[config.mk]
export PLATFORM = sky130hd
export DESIGN_NAME = iic_slave_mem
export DESIGN_NICKNAME = d
export VERILOG_FILES = /design/src/rtl/iic_slave_mem.sv
export SDC_FILE = /design/constraint.sdc
export NUM_CORES = 1
export LEC_CHECK = 0
export ABC_AREA = 1
export CORE_UTILIZATION = 60
export DETAILED_ROUTE_END_ITERATION = 10
export GPL_TIMING_DRIVEN = 1
export HOLD_SLACK_MARGIN = 0.06
export PLACE_DENSITY = 0.76
export SLEW_MARGIN = 15
export SYNTH_ARGS = -nofsm -noshare
export SYNTH_HDL_FRONTEND = slang
export SYNTH_SLANG_ARGS = --single-unit
[constraint.sdc]
create_clock -name I_clk -period 3.4 [get_ports I_clk]
set_input_delay 0.85 -clock I_clk [delete_from_list [all_inputs] [get_ports I_clk]]
set_output_delay 0.85 -clock I_clk [all_outputs]
set_load 0.1 [all_outputs]
[src/rtl/iic_slave_mem.sv]
// I2C target emulating a small 24Cxx-style EEPROM: oversampled bus decode,
// device-address ACK, 1/2-byte word address, auto-incrementing byte memory.
module iic_slave_mem #(
    parameter logic [6:0] DEVICE    = 7'b1010_000,
    parameter int         ADDRWIDTH = 16,
    parameter int         MEMAW     = 6
) (
    input  logic             I_clk,
    input  logic             I_rstn,
    input  logic             I_scl,
    input  logic             I_sda,
    output logic             O_sda,
    output logic             O_busy,
    output logic             O_wr_pulse,
    output logic [MEMAW-1:0] O_wr_addr,
    output logic [7:0]       O_wr_data
);

    typedef enum logic [3:0] {
        IDLE, DEVADDR, ACK_DEV, ADDR_HI, ADDR_LO, ACK_ADDR,
        WRDATA, ACK_WR, RDDATA, RD_ACKCHK, IGNORE
    } state_t;

    // Synchronizers reset to the idle-bus level so release of reset
    // cannot fabricate a START or STOP.
    logic [1:0] scl_sync, sda_sync;
    logic       scl_d, sda_d;

    always_ff @(posedge I_clk or negedge I_rstn) begin
        if (!I_rstn) begin
            scl_sync <= 2'b11;
            sda_sync <= 2'b11;
            scl_d    <= 1'b1;
            sda_d    <= 1'b1;
        end else begin
            // NOTE: sequential state uses non-blocking assignments so every
            // flop samples the pre-edge value of its neighbours.
            scl_sync <= {scl_sync[0], I_scl};
            sda_sync <= {sda_sync[0], I_sda};
            scl_d    <= scl_sync[1];
            sda_d    <= sda_sync[1];
        end
    end

    logic scl_s, sda_s;
    logic start_ev, stop_ev, scl_rise, scl_fall;

    assign scl_s    = scl_sync[1];
    assign sda_s    = sda_sync[1];
    assign start_ev = scl_s & scl_d & sda_d & ~sda_s;
    assign stop_ev  = scl_s & scl_d & ~sda_d & sda_s;
    assign scl_rise = scl_s & ~scl_d;
    assign scl_fall = ~scl_s & scl_d;

    state_t           state, state_n;
    logic [6:0]       shreg, shreg_n;
    logic [3:0]       bitcnt, bitcnt_n;
    logic             phase, phase_n;
    logic             rw, rw_n;
    logic             addr_last, addr_last_n;
    logic [7:0]       addr_hi, addr_hi_n;
    logic [MEMAW-1:0] ptr, ptr_n;
    logic             sda_n, busy_n, wr_pulse_n;
    logic [MEMAW-1:0] wr_addr_n;
    logic [7:0]       wr_data_n;
    logic             mem_we;

    logic [7:0] mem [2**MEMAW];
    logic [7:0] mem_rdata;
    logic [7:0] byte_in;
    logic       last_bit;

    assign mem_rdata = mem[ptr];
    assign byte_in   = {shreg, sda_s};
    assign last_bit  = (bitcnt == 4'd7);

    always_comb begin
        // NOTE: every output of this block gets a default first; a path that
        // skipped one would infer a latch.
        state_n     = state;
        shreg_n     = shreg;
        bitcnt_n    = bitcnt;
        phase_n     = phase;
        rw_n        = rw;
        addr_last_n = addr_last;
        addr_hi_n   = addr_hi;
        ptr_n       = ptr;
        sda_n       = O_sda;
        busy_n      = O_busy;
        wr_pulse_n  = 1'b0;
        wr_addr_n   = O_wr_addr;
        wr_data_n   = O_wr_data;
        mem_we      = 1'b0;

        if (stop_ev) begin
            state_n  = IDLE;
            sda_n    = 1'b1;
            busy_n   = 1'b0;
            bitcnt_n = 4'd0;
        end else if (start_ev) begin
            state_n  = DEVADDR;
            sda_n    = 1'b1;
            busy_n   = 1'b0;
            bitcnt_n = 4'd0;
        end else begin
            unique case (state)
                DEVADDR: if (scl_rise) begin
                    shreg_n  = byte_in[6:0];
                    bitcnt_n = bitcnt + 4'd1;
                    if (last_bit) begin
                        rw_n    = sda_s;
                        phase_n = 1'b0;
                        state_n = (byte_in[7:1] == DEVICE) ? ACK_DEV : IGNORE;
                    end
                end
                // ACK states: first SCL fall pulls SDA low, second releases it.
                ACK_DEV: if (scl_fall) begin
                    if (!phase) begin
                        sda_n   = 1'b0;
                        busy_n  = 1'b1;
                        phase_n = 1'b1;
                    end else begin
                        phase_n  = 1'b0;
                        bitcnt_n = 4'd0;
                        if (rw) begin
                            sda_n   = mem_rdata[7];
                            shreg_n = mem_rdata[6:0];
                            state_n = RDDATA;
                        end else begin
                            sda_n   = 1'b1;
                            state_n = (ADDRWIDTH == 16) ? ADDR_HI : ADDR_LO;
                        end
                    end
                end
                ADDR_HI: if (scl_rise) begin
                    shreg_n  = byte_in[6:0];
                    bitcnt_n = bitcnt + 4'd1;
                    if (last_bit) begin
                        addr_hi_n   = byte_in;
                        addr_last_n = 1'b0;
                        phase_n     = 1'b0;
                        state_n     = ACK_ADDR;
                    end
                end
                ADDR_LO: if (scl_rise) begin
                    shreg_n  = byte_in[6:0];
                    bitcnt_n = bitcnt + 4'd1;
                    if (last_bit) begin
                        ptr_n = (ADDRWIDTH == 16) ? MEMAW'({addr_hi, byte_in})
                                                  : MEMAW'({8'h00, byte_in});
                        addr_last_n = 1'b1;
                        phase_n     = 1'b0;
                        state_n     = ACK_ADDR;
                    end
                end
                ACK_ADDR, ACK_WR: if (scl_fall) begin
                    if (!phase) begin
                        sda_n   = 1'b0;
                        phase_n = 1'b1;
                    end else begin
                        sda_n    = 1'b1;
                        phase_n  = 1'b0;
                        bitcnt_n = 4'd0;
                        state_n  = (state == ACK_WR || addr_last) ? WRDATA : ADDR_LO;
                    end
                end
                WRDATA: if (scl_rise) begin
                    shreg_n  = byte_in[6:0];
                    bitcnt_n = bitcnt + 4'd1;
                    if (last_bit) begin
                        mem_we     = 1'b1;
                        wr_pulse_n = 1'b1;
                        wr_addr_n  = ptr;
                        wr_data_n  = byte_in;
                        ptr_n      = ptr + 1'b1;
                        phase_n    = 1'b0;
                        state_n    = ACK_WR;
                    end
                end
                RDDATA: begin
                    if (scl_rise) begin
                        bitcnt_n = bitcnt + 4'd1;
                    end else if (scl_fall) begin
                        if (bitcnt == 4'd8) begin
                            sda_n    = 1'b1;
                            bitcnt_n = 4'd0;
                            phase_n  = 1'b0;
                            state_n  = RD_ACKCHK;
                        end else begin
                            sda_n   = shreg[6];
                            shreg_n = {shreg[5:0], 1'b0};
                        end
                    end
                end
                // phase marks an ACK seen; the next byte is loaded on the fall.
                RD_ACKCHK: begin
                    if (scl_rise && !phase) begin
                        if (!sda_s) begin
                            ptr_n   = ptr + 1'b1;
                            phase_n = 1'b1;
                        end else begin
                            busy_n  = 1'b0;
                            state_n = IGNORE;
                        end
                    end else if (scl_fall && phase) begin
                        sda_n    = mem_rdata[7];
                        shreg_n  = mem_rdata[6:0];
                        bitcnt_n = 4'd0;
                        phase_n  = 1'b0;
                        state_n  = RDDATA;
                    end
                end
                default: ;
            endcase
        end
    end

    always_ff @(posedge I_clk or negedge I_rstn) begin
        if (!I_rstn) begin
            state      <= IDLE;
            shreg      <= '0;
            bitcnt     <= '0;
            phase      <= 1'b0;
            rw         <= 1'b0;
            addr_last  <= 1'b0;
            addr_hi    <= '0;
            ptr        <= '0;
            O_sda      <= 1'b1;
            O_busy     <= 1'b0;
            O_wr_pulse <= 1'b0;
            O_wr_addr  <= '0;
            O_wr_data  <= '0;
        end else begin
            state      <= state_n;
            shreg      <= shreg_n;
            bitcnt     <= bitcnt_n;
            phase      <= phase_n;
            rw         <= rw_n;
            addr_last  <= addr_last_n;
            addr_hi    <= addr_hi_n;
            ptr        <= ptr_n;
            O_sda      <= sda_n;
            O_busy     <= busy_n;
            O_wr_pulse <= wr_pulse_n;
            O_wr_addr  <= wr_addr_n;
            O_wr_data  <= wr_data_n;
        end
    end

    // NOTE: the storage array has no reset so it maps onto plain RAM/flops
    // without a reset tree; contents survive I_rstn.
    always_ff @(posedge I_clk) begin
        if (mem_we) mem[ptr] <= byte_in;
    end

endmodule
Word level (Yosys, flattened, before mapping)
Memories as Yosys holds them, arrays and structs flattened. Cells that the tools add are included.

Memories: 1. Memory bits (writable): 512. Output and inout bits: 17. Bits in read-only memories: 0. Bits of input ports: 4. Bits in latches: 0. Bits in registers: 47. Word-level logic and storage cells: 208.

Memory list: mem (depth 64, bits a word 8, rd ports 1, clocked after memory_dff 0, write ports 1, RTL line 68) `logic [7:0] mem [2**MEMAW];`.

Magnitude comparators: 0. Eq/ne operators: 59. Mux-type cells: 91. Shift-type cells: 0. Bitwise gates (word level): 13. Multiply operators: 0. $add $sub $neg: 2. Reductions and logical operators: 26. Div/mod/pow operators: 0.

Operators by type and width (number): $mux W4 (30); $ne A4 B4 Y1 const B (16); $mux W7 (9); $mux W1 (37); $mux W6 (6); $ne A2 B2 Y1 const B (17); $pmux W4 S7 (1); $pmux W7 S4 (1); $eq A4 B3 Y1 const B (5); $ne A4 B1 Y1 const B (5); $ne A5 B5 Y1 const B (4); $pmux W6 S3 (1); $pmux W4 S4 (1); $reduce_and A16 Y1 (1); $reduce_and A5 Y1 (3); $reduce_and A7 Y1 (2); $eq A4 B4 Y1 const B (3); $reduce_and A12 Y1 (1); $reduce_bool A4 Y1 (3); $reduce_bool A6 Y1 (2); $reduce_and A11 Y1 (1); $reduce_and A9 Y1 (1); $reduce_bool A9 Y1 (1); $eq A4 B2 Y1 const B (2); 20 further kinds (38).

Depth between registers and ports, before layout
Gate-level depths: netlist (run 1).

Depth in word-level cells: 8. Depth in mapped cells: 13. Mapped depth without buffers: 13.

Worst setup path after synthesis (run 1)
No wires, ideal clock.

Path type: reg-to-reg. Start point: register sda_sync[1]. End point: memory mem[17][0], enable pin. Period minus slack after synthesis: 2.735 ns. Setup time: 0.370 ns. Path slack: 0.665 ns. Data arrival time: 2.365 ns. Path buffers: 0. Stages on the path, launching flop included: 11. Required time: 3.030 ns. Cell sequence: dfstp_2 > o21ai_0 > nand2_1 > inv_1 > nor2_2 > inv_2 > nor2_8 > inv_4 > nor2_4 > nand2_2 > nor2_1.

Cells in the longest elaborated chain, start to end: 6. Elaborated cells on any way between the ends: 7. Those cells by class: 4 x mux; 3 x bitwise.

Ends and longest elaborated chain: start: declaration (RTL line 26) `logic [1:0] scl_sync, sda_sync;`; start signal: assignment (RTL line 39) `sda_sync <= {sda_sync[0], I_sda};`; $not A1 Y1 (RTL line 50) `assign start_ev = scl_s & scl_d & sda_d & ~sda_s;`; $and A1 B1 Y1 (RTL line 50); $mux W1 (RTL line 100) `end else if (start_ev) begin`; $mux W1 * (RTL line 95) `if (stop_ev) begin`; named net mem_we (RTL line 66) `logic mem_we;`; $mux W1 * (RTL line 253) `if (mem_we) mem[ptr] <= byte_in;`; $mux W1 (not written as such) * (RTL line 253); end: declaration (RTL line 68).

Mark *: on every way through the listed nets, which the timed path passes. The rest lies on a longest branch.

Final worst setup path (run 1)
Start point: register scl_sync[1]. End point: memory mem[53][7], enable pin.

Cells in the longest elaborated chain, start to end: 7. Elaborated cells on any way between the ends: 12. Those cells by class: 6 x mux; 6 x bitwise.

Ends and longest elaborated chain: start: declaration (RTL line 26); start signal: assignment (RTL line 38) `scl_sync <= {scl_sync[0], I_scl};`; $and A1 B1 Y1 (on tied branches) (RTL line 52, 50, 51); $mux W1 or $and A1 B1 Y1 (tied branches) (RTL line 167, 50); $mux W1 or $and A1 B1 Y1 (tied branches) (RTL line 106, 50); $mux W1 (RTL line 100); $mux W1 * (RTL line 95); named net mem_we (RTL line 66); $mux W1 * (RTL line 253); $mux W1 (not written as such) * (RTL line 253).

Marked as above.

==> out/metrics.yaml, run 1 <==
portBuffers: 20
drv_cap: 0
critPathSlowestCell: "sky130_fd_sc_hd__nor2_1"
synthMuxAreaShare_pct: 0
dpl.hpwl_mm: 35.2
ys_warn_count: 0
fin_crit_sh_pct: 90.9
io-pin-count: 21
pre_cts_slack_ps: 379
floorplan.die.width_um: 201
synthesis.area_per_instance_sq_um: 11.4
rsz0062_at_grt: "false"
std_cell_rows: 72
power_leakage_nw: 10.1
synthTopCellsByArea: "sky130_fd_sc_hd__edfxtp_1 (65%), sky130_fd_sc_hd__nand2_1 (5.6%), sky130_fd_sc_hd__nor2_1 (5.0%)"
hold_buffers: 0
largest_family_of_logic_cells_by_synthesized_area: "simple AND/OR/NAND/NOR gates"
cts.path.max_buffers: 3
worst_setup_path_start_kind: "flop"
totalNegativeSetupSlack_ps: 0
share_of_synthesized_cell_area_in_and_or_nand_and_nor_gates_pct: 16.0
route.detailed.vias_per_inst: 5.82
worst_pin_slew_ps: 917
slew-limit-headroom_pct: 38.9
timing.critical_path.required_ps: 3640
drc: 0
timing_max_transition_violations_final: 0
post_cts_setup_repair_bufs: 0
finalInstanceArea_sq_um: 26600
critical_path_s_largest_stage_delay_ps: 580
synth_fp_nets: 2078
vdd.ir_drop.worst_mv: 0.532
overflow: 0
core_sq_um: 38700
area_taken_by_multi_input_logic_gates_sq_um: 5890
pin_count_of_the_biggest_net_entering_global_routing: 199
drt.antenna.violating_nets: 0
layout_min_cycle_time_ps: 3090
hold_violations: 0
synth.largest_area_cell: "sky130_fd_sc_hd__edfxtp_1"
status: "finished, final reports clean"
synth_cells: 2068
power_density_nw_per_um2: 793
crit_arrival_ps: 3330
worstSkewPairLatency_ps: 610
antenna_found_initial: 0
cts_htree_levels: 2
ctsResizeCount: 0
die_boundary_height_um: 201
grt_first_pass_wirelength_mm: 88.9
timing.fmax_mhz: 324
routed_wirelength_mm: 57.5
gpl.final_weighted_congestion: 0.930
route.detailed.wl_per_inst_um: 21.3
timing.hold.worst.class: "input port to async pin"
postLayoutCoreUtil_pct: 68.7
endpoint_class_of_the_critical_path: "flop"
area.growth.synth_to_final_pct: 12.5
finalClockSkew_ps: 14.2
grt_util_all_layers_pct: 29.2
drtIter0Drc: 1944
setup_ws_ps: 309
fp.dieArea_sq_um: 40200
netlist-cell-type-count: 41
vias: 15700
syn_std_cell_area_sq_um: 23700
clk_root_buffer_cell: "sky130_fd_sc_hd__clkbuf_16"
num_cts_buffers: 55
critical_path.cell_chain: "ha_1 -> inv_1 -> nor2_1 -> inv_2 -> nor2_2 -> inv_2 -> nor2_8 -> inv_4 -> nor2_4 -> nand2_2 -> nor2_1"
filler_cell_count_in_the_final_layout: 2760
worst-setup-path-type: "flop to flop"
report.final.setup_viol: 0
floorplan.initialDensity_pct: 61.1
synth_compound_area_share_pct: 8.36
worst_setup_hold_path_clk_slew_ps: 70
final_cell_count_no_fill: 2703
drive_above_1_share_pct: 14.6
tritoncts_num_sinks: 559
post_synthesis_adder_cell_area_fraction_pct: 0.317
postPlaceCellArea_sq_um: 24800
postSynthRegisterBits: 559
synth_sequential_area_ratio_pct: 70.0
register_area_sq_um: 16600
critPathMaxFanout: 28
cts_tree: "built"
dp.cells: 2605
synthDominantCellAreaShare_pct: 65.0
first_global_vias: 15500
post_synth_xor_area_fraction_pct: 0.148
nets: 2154
dr.pass1.iters: 7
cell usage in the layout (no fill, tap or decap), types with 9 or more instances in the layout:
master / netlist / routed
sky130_fd_sc_hd__clkinv_1: 0 / 9
sky130_fd_sc_hd__o211ai_1: 110 / 110
sky130_fd_sc_hd__nand2_1: 350 / 349
sky130_fd_sc_hd__a21oi_1: 10 / 10
sky130_fd_sc_hd__dfrtp_1: 40 / 32
sky130_fd_sc_hd__clkbuf_1: 28 / 16
sky130_fd_sc_hd__nand3_1: 68 / 68
sky130_fd_sc_hd__nand2_2: 15 / 16
sky130_fd_sc_hd__o21ai_0: 191 / 191
sky130_fd_sc_hd__nand4_1: 22 / 22
sky130_fd_sc_hd__o21ai_1: 13 / 13
sky130_fd_sc_hd__buf_4: 4 / 104
sky130_fd_sc_hd__nor2_1: 312 / 310
sky130_fd_sc_hd__edfxtp_1: 512 / 512
sky130_fd_sc_hd__or2_2: 63 / 63
sky130_fd_sc_hd__inv_2: 12 / 11
sky130_fd_sc_hd__clkbuf_16: 0 / 55
sky130_fd_sc_hd__inv_1: 188 / 188
sky130_fd_sc_hd__nor3_1: 11 / 11
flip-flops by register name, summed over array words and instances (netlist names), 2 cells and up:
name       flops
bitcnt         4
mem          512
state          4
O_wr_data      8
sda_sync       2
shreg          7
scl_sync       2
ptr            6
O_wr_addr      6
final timing paths:
| check | from | slack, ps | endpoint | depth (start not counted) |
|---|---|---|---|---|
| max | scl_sync[1] | 310 | mem[53][7] | 11 |
| min reg2reg | scl_sync[0] | 350 | scl_sync[1] | 0 |
| max in group asynchronous | I_rstn | 2440 | scl_sync[0] | 2 |
| min | I_rstn | 140 | ptr[0] | 1 |
| max reg2reg | scl_sync[1] | 310 | mem[53][7] | 11 |
| min in group I_clk | scl_sync[0] | 350 | scl_sync[1] | 0 |
metrics by stage:
step | hold slack (ps) | power (mW)
after floorplan | 345 | 12.8
after detailed placement | 352 | 15.0
final | 143 | 21.1
after global routing | 142 | 22.0
after CTS | 121 | 21.1
after global placement | 352 | 14.9
power by group:
group | switching [mW] | leakage, nW | total, mW | internal (mW)
combinational | 4.36 | 4.03 | 6.02 | 1.66
clock | 2.49 | 0.853 | 6.07 | 3.57
sequential | 0.634 | 5.24 | 9.01 | 8.37
total | 7.49 | 10.1 | 21.1 | 13.6
cell families after synthesis:
logic type	after synthesis
and+or+nand+nor	867
DFF	559
AOI/OAI and AO/OA	335
buffers and inverters	297
adders and majority gates	6
xor gates and xnor gates	4
Yosys cell counts (all sizes together):
master	number
xnor2	1
o22ai	3
nand4	23
xor2	3
o21ai	204
ha	6
edfxtp	512
nand3b	1
or2	63
o311ai	1
inv	202
dfstp	7
dfrtp	40
a21oi	10
and2	1
nand2	368
o31ai	3
clkbuf	28
a31oi	1
o21bai	1
a22oi	1
buf	67
nor3	15
o221ai	1
nand3	69
o211ai	110
nor2	327
critical path, delay by kind of cell (launching register included):
kind | cells | cell delay, ps
adder cells (fa/ha/maj) | 1 | 210
flip-flops | 1 | 560
AND/OR/NAND/NOR | 6 | 1540
buffers and inverters | 4 | 420
layout make-up:
type | instances | area share, %
diodes | 1 | 0.00941
clock buffers | 71 | 5.40
clock inverters | 26 | 1.26
inverters | 202 | 2.88
multi-input cells | 1212 | 22.2
flip-flops and latches | 559 | 62.3
well taps | 518 | 2.44
repair buffers | 114 | 3.56
routing by layer:
| layer | global-route usage [%] | vias to the layer above | wire length [um] |
|---|---|---|---|
| li1 | - | 7237 | - |
| met1 | 40.7 | 7559 | 22700 |
| met2 | 46.7 | 831 | 27500 |
| met3 | 4.87 | 111 | 5690 |
| met4 | 10.8 | 0 | 1600 |
| met5 | 0 | - | 0 |
(Power assumes the default switching activity.)
==> run 2, diff against run 1 <==
- CORE_UTILIZATION: 60 -> 45
- PLACE_DENSITY: 0.76 -> unset
==> run 2 against run 1 <==
Design area increased by 0.63%. Core utilization shrank 17 points. Combinational power grew 7.1%. Clock-buffer cell count is 2 higher. Clock power up 3%. Via count fell by 3.4%. Register-to-register slack better by 70 ps. Wire length rose by 4.4%. Global-route usage shrank 6.4 points. Sequential share of layout area fell by 0.39 points. Highest routed layer unchanged.
==> out/metrics.yaml, run 2 (synthesis results as in run 1) <==
timing.hold.worst.class: "input port to async pin"  # unchanged
first_global_vias: 15000  # was 15500
timing.critical_path.depth: 11  # unchanged
switching_share_pct: 35.8  # was 35.5%
r2r-start: "scl_sync[1]"  # unchanged
die_boundary_height_um: 231  # was 201 um
drtIter0Drc: 1673  # was 1944
clk_root_buffer_cell: "sky130_fd_sc_hd__clkbuf_16"  # unchanged
hold_violations: 0  # unchanged
intPower_mw: 13.7  # was 13.6 mW
route.detailed.wl_per_inst_um: 21.0  # was 21.3 um
num_cts_buffers: 57  # was 55
power_mw: 21.4  # was 21.1 mW
power_density_nw_per_um2: 799  # was 793 nW/um^2
floorplan.die.width_um: 231  # was 201 um
power_leakage_nw: 10.1  # about the same
p_seq_share_pct: 40.7  # was 42.7%
cts_htree_levels: 2  # unchanged
net-switching-power_mw: 7.66  # was 7.49 mW
antenna_diode_instance_count: 0  # was 1
drt.antenna.violating_nets: 0  # unchanged
critPathMaxFanout: 8  # was 28
ctsResizeCount: 0  # unchanged
portBuffers: 20  # unchanged
vias: 15200  # was 15700
worst_pin_slew_ps: 993  # was 917 ps
route.detailed.vias_per_inst: 5.33  # was 5.82
setup_slack_of_the_worst_register_to_register_path_ps: 380  # was 310 ps
reg.largest.list: "mem: 512 flops, O_wr_data: 8 flops, shreg: 7 flops"  # unchanged
timing.hold.ws_ps: 254  # was 143 ps
finalInstanceArea_sq_um: 26800  # was 26600 sq um
grt_first_pass_wirelength_mm: 91.0  # was 88.9 mm
dp.cells: 2749  # was 2605
hold_buffers: 0  # unchanged
rr_endpoint: "mem[34][7]"  # was mem[53][7]
gpl.final_weighted_congestion: 0.914  # was 0.930
drive_above_1_share_pct: 14.2  # was 14.6%
antenna_found_initial: 0  # unchanged
timing.critical_path.required_ps: 3640  # about the same
rsz0062_at_grt: "false"  # unchanged
core_sq_um: 51600  # was 38700 sq um
postPlaceCellArea_sq_um: 24900  # was 24800 sq um
largest_register: "mem"  # unchanged
largest_register_ffs: 512  # unchanged
drc: 0  # unchanged
tritoncts_num_sinks: 559  # unchanged
mostFrequentLayoutCells: "sky130_fd_sc_hd__edfxtp_1 (512), sky130_fd_sc_hd__nand2_1 (349), sky130_fd_sc_hd__nor2_1 (310), sky130_fd_sc_hd__o21ai_0 (191), sky130_fd_sc_hd__inv_1 (188)"  # unchanged
fp.dieArea_sq_um: 53500  # was 40200 sq um
slew-limit-headroom_pct: 33.8  # was 38.9%
critPathSlowestCell: "sky130_fd_sc_hd__nor2_1"  # unchanged
layout_min_cycle_time_ps: 3020  # was 3090 ps
worst-r2r-cell-count: 11  # unchanged
area.growth.synth_to_final_pct: 13.2  # was 12.5%
totalNegativeSetupSlack_ps: 0  # unchanged
crit_family: "simple AND/OR/NAND/NOR gates"  # unchanged
worst_setup_hold_path_clk_slew_ps: 60  # was 70 ps
final_common_cell: "sky130_fd_sc_hd__edfxtp_1"  # unchanged
postLayoutCoreUtil_pct: 51.9  # was 68.7%
routed_wirelength_mm: 60.0  # was 57.5 mm
final_cell_count_no_fill: 2850  # was 2703
clock_power_share_pct: 29.2  # was 28.8%
status: "finished, final reports clean"  # unchanged
floorplan.initialDensity_pct: 45.8  # was 61.1%
combinationalPowerShare_pct: 30.1  # was 28.5%
worstSkewPairLatency_ps: 620  # was 610 ps
cts_tree: "built"  # unchanged
setup_ws_ps: 383  # was 309 ps
nets: 2138  # was 2154
dr.pass1.iters: 8  # was 7
io-pin-count: 21  # unchanged
drv_cap: 0  # unchanged
report.final.setup_viol: 0  # unchanged
grt_util_all_layers_pct: 22.8  # was 29.2%
timing.fmax_mhz: 331  # was 324 MHz
overflow: 0  # unchanged
finalClockSkew_ps: 23.4  # was 14.2 ps
crit_buf_inv: 4  # unchanged
crit_arrival_ps: 3260  # was 3330 ps
pin_count_of_the_biggest_net_entering_global_routing: 177  # was 199
critical_path.cell_chain: "ha_1 -> inv_1 -> nor2_1 -> inv_2 -> nor2_2 -> inv_2 -> nor2_8 -> inv_4 -> nor2_4 -> nand2_2 -> nor2_1"  # unchanged
post_cts_setup_repair_bufs: 0  # unchanged
vdd.ir_drop.worst_mv: 0.627  # was 0.532 mV
cts.path.max_buffers: 3  # unchanged
dpl.hpwl_mm: 36.3  # was 35.2 mm
pre_cts_slack_ps: 400  # was 379 ps
critical_path_s_largest_stage_delay_ps: 600  # was 580 ps
std_cell_rows: 83  # was 72
fin_crit_sh_pct: 88.7  # was 90.9%
worst-setup-path-type: "flop to flop"  # unchanged
worst_setup_path_start_kind: "flop"  # unchanged
endpoint_class_of_the_critical_path: "flop"  # unchanged
timing_max_transition_violations_final: 0  # unchanged
## run 2: cell types whose count changed in the layout (fill, tap and decap cells not counted), moves of 2 or more
| cell | delta |
|---|---|
| sky130_fd_sc_hd__clkbuf_1 | -2 |
| sky130_fd_sc_hd__clkinv_1 | -3 |
| sky130_fd_sc_hd__buf_12 | +2 |
| sky130_fd_sc_hd__clkbuf_16 | +4 |
| sky130_fd_sc_hd__clkinv_2 | +7 |
| sky130_fd_sc_hd__buf_4 | -20 |
## run 2: layer usage
metal	global-route usage, %	vias to the layer above	share of wire [%]
met5	0	-	0
met4	7.72	0	2.9
met3	3.65	96	6.8
met2	35.7	538	46
met1	32.3	7345	44
li1	-	7224	-
## run 2: how the worst max path moves through the flow
stage / from / end / slack, ps
6_report: scl_sync[1] / mem[34][7] / 380
5_1_grt: scl_sync[1] / mem[50][2] / 200
4_1_cts: scl_sync[1] / mem[50][2] / 400
3_5_place_dp: scl_sync[1] / mem[2][7] / 400
3_3_place_gp: scl_sync[1] / mem[50][6] / 490
2_1_floorplan: sda_sync[1] / mem[17][0] / 660
## run 2: power by group through the flow
stage	Combinational, mW	Sequential, mW	Clock (mW)
3_3_place_gp	6.40	8.84	0
4_1_cts	6.45	8.71	6.36
2_1_floorplan	3.73	9.07	0
6_report	6.45	8.70	6.25
3_5_place_dp	6.44	8.85	0
5_1_grt	7.04	8.73	6.59
## run 2: cell type report
| class | count | area, sq um |
|---|---|---|
| clock buffer | 73 | 1530 |
| clock inverter | 28 | 322 |
| multi-input combinational | 1212 | 5890 |
| sequential | 559 | 16600 |
| fill | 4468 | 24800 |
| timing repair buffer | 96 | 836 |
| tap | 680 | 851 |
| inverter | 202 | 766 |
==> run 3, diff against run 2 <==
- CTS_CLUSTER_DIAMETER: unset -> 40
==> run 3 against run 2 <==
Critical path depth stayed put. Design area is 3.1% higher. Total power is 8.8% higher. Global-route usage is 0.28 points higher. Sequential share of layout area is 1.8 points lower. Final cell count is 1.6% higher. Non-clock buffer count stayed put. Die area stayed put. Setup slack better by 3.3 ps. Highest routed layer unchanged.
==> out/metrics.yaml, run 3 (synthesis results as in run 1) <==
routed_wirelength_mm: 60.6  # was 60.0 mm
postPlaceCellArea_sq_um: 24900  # unchanged
gpl.final_weighted_congestion: 0.914  # unchanged
dr.pass1.iters: 6  # was 8
timing.critical_path.required_ps: 3630  # was 3640 ps
vdd.ir_drop.worst_mv: 0.611  # was 0.627 mV
tritoncts_num_sinks: 559  # unchanged
report.final.setup_viol: 0  # unchanged
crit_arrival_ps: 3240  # was 3260 ps
net-switching-power_mw: 8.31  # was 7.66 mW
cts.path.max_buffers: 3  # unchanged
nets: 2160  # was 2138
portBuffers: 20  # unchanged
register_area_sq_um: 16600  # unchanged
largest_register_ffs: 512  # unchanged
post_cts_setup_repair_bufs: 0  # unchanged
worst-setup-path-type: "flop to flop"  # unchanged
hold_buffers: 0  # unchanged
switching_share_pct: 35.7  # was 35.8%
antenna_found_initial: 0  # unchanged
pre_cts_slack_ps: 400  # unchanged
drt.antenna.violating_nets: 0  # unchanged
crit_path_start: "scl_sync[1]"  # unchanged
std_cell_rows: 83  # unchanged
area_taken_by_multi_input_logic_gates_sq_um: 5890  # unchanged
combinationalPowerShare_pct: 27.7  # was 30.1%
final_common_cell: "sky130_fd_sc_hd__edfxtp_1"  # unchanged
rsz0062_at_grt: "false"  # unchanged
clock_power_share_pct: 34.9  # was 29.2%
totalNegativeSetupSlack_ps: 0  # unchanged
drv_cap: 0  # unchanged
first_global_vias: 15300  # was 15000
core_sq_um: 51600  # unchanged
drive_above_1_share_pct: 16.5  # was 14.2%
largest_register: "mem"  # unchanged
endpoint: "mem[58][2]"  # was mem[34][7]
p_seq_share_pct: 37.4  # was 40.7%
layout_min_cycle_time_ps: 3010  # was 3020 ps
cts_tree: "built"  # unchanged
drtIter0Drc: 1697  # was 1673
critPathMaxFanout: 8  # unchanged
route.detailed.wl_per_inst_um: 20.9  # was 21.0 um
mostFrequentLayoutCells: "sky130_fd_sc_hd__edfxtp_1 (512), sky130_fd_sc_hd__nand2_1 (349), sky130_fd_sc_hd__nor2_1 (310), sky130_fd_sc_hd__o21ai_0 (191), sky130_fd_sc_hd__inv_1 (188)"  # unchanged
setup_ws_ps: 386  # was 383 ps
vias: 15500  # was 15200
num_cts_buffers: 79  # was 57
io-pin-count: 21  # unchanged
grt_first_pass_wirelength_mm: 92.1  # was 91.0 mm
area.growth.synth_to_final_pct: 16.6  # was 13.2%
dpl.hpwl_mm: 36.3  # unchanged
fin_crit_sh_pct: 88.6  # was 88.7%
worst_pin_slew_ps: 1000  # was 993 ps
status: "finished, final reports clean"  # unchanged
grt_util_all_layers_pct: 23.1  # was 22.8%
timing.hold.ws_ps: 281  # was 254 ps
hold_violations: 0  # unchanged
dp.cells: 2749  # unchanged
setup_slack_of_the_worst_register_to_register_path_ps: 390  # was 380 ps
timing.hold.worst.class: "input port to async pin"  # unchanged
timing_max_transition_violations_final: 0  # unchanged
die_boundary_height_um: 231  # unchanged
reg.largest.list: "mem: 512 flops, O_wr_data: 8 flops, shreg: 7 flops"  # unchanged
worst_setup_path_start_kind: "flop"  # unchanged
worst_setup_hold_path_clk_slew_ps: 50  # was 60 ps
drc: 0  # unchanged
slew-limit-headroom_pct: 33.3  # was 33.8%
antenna_diode_instance_count: 0  # unchanged
overflow: 0  # unchanged
intPower_mw: 15.0  # was 13.7 mW
finalInstanceArea_sq_um: 27600  # was 26800 sq um
filler_cell_count_in_the_final_layout: 4378  # was 4468
worstSkewPairLatency_ps: 620  # about the same
power_leakage_nw: 10.5  # was 10.1 nW
floorplan.initialDensity_pct: 45.8  # unchanged
pin_count_of_the_biggest_net_entering_global_routing: 177  # unchanged
r2r-start: "scl_sync[1]"  # unchanged
power_density_nw_per_um2: 844  # was 799 nW/um^2
route.detailed.vias_per_inst: 5.34  # was 5.33
worst-r2r-cell-count: 11  # unchanged
finalClockSkew_ps: 28.2  # was 23.4 ps
floorplan.die.width_um: 231  # unchanged
clk_root_buffer_cell: "sky130_fd_sc_hd__clkbuf_16"  # unchanged
cts_htree_levels: 3  # was 2
timing.fmax_mhz: 332  # was 331 MHz
rr_endpoint: "mem[58][2]"  # was mem[34][7]
ctsResizeCount: 0  # unchanged
endpoint_class_of_the_critical_path: "flop"  # unchanged
final_cell_count_no_fill: 2896  # was 2850
fp.dieArea_sq_um: 53500  # unchanged
[run 3: cell type report]
cell class / instances / area share, %
tap: 680 / 3.08
clock inverter: 56 / 1.96
inverter: 202 / 2.78
timing repair buffer: 96 / 3.03
multi-input combinational: 1212 / 21.4
clock buffer: 91 / 7.71
sequential: 559 / 60.1
[run 3: worst max-delay path: stages (launching register included)]
cell,delay (ps)
sky130_fd_sc_hd__dfstp_2,550
sky130_fd_sc_hd__ha_1,220
sky130_fd_sc_hd__inv_1,130
sky130_fd_sc_hd__nor2_1,240
sky130_fd_sc_hd__inv_2,70
sky130_fd_sc_hd__nor2_2,140
sky130_fd_sc_hd__inv_2,80
sky130_fd_sc_hd__nor2_8,110
sky130_fd_sc_hd__inv_4,70
sky130_fd_sc_hd__nor2_4,150
sky130_fd_sc_hd__nand2_2,270
sky130_fd_sc_hd__nor2_1,600
[run 3: through the flow]
| stage | power [mW] | util [%] |
|---|---|---|
| after CTS | 23.4 | 53.4 |
| final | 23.3 | 53.4 |
| after floorplan | 12.8 | - |
| after detailed placement | 15.3 | 48.3 |
| after global placement | 15.2 | 48.3 |
| after global routing | 24.3 | 53.4 |
[run 3: how the worst min path moves through the flow]
stage	start	to
detailed placement	scl_sync[0]	scl_sync[1]
global placement	scl_sync[0]	scl_sync[1]
global route	I_rstn	O_wr_addr[1]
floorplan	scl_sync[0]	scl_sync[1]
CTS	I_rstn	phase
finish	I_rstn	O_wr_addr[3]
[run 3: power groups by stage]
stage | registers (mW) | logic, mW | clock network [mW]
final | 8.71 | 6.45 | 8.12
after global routing | 8.73 | 7.04 | 8.51
after CTS | 8.71 | 6.46 | 8.25
after detailed placement | 8.85 | 6.44 | 0
after global placement | 8.84 | 6.40 | 0
after floorplan | 9.07 | 3.73 | 0
[run 3: layer usage]
| layer | up-vias | routed length, um | track usage [%] |
|---|---|---|---|
| met2 | 594 | 27900 | 36.0 |
| li1 | 7313 | - | - |
| met1 | 7463 | 26600 | 32.6 |
| met5 | - | 0 | 0 |
| met3 | 99 | 4530 | 3.88 |
| met4 | 0 | 1570 | 8.13 |
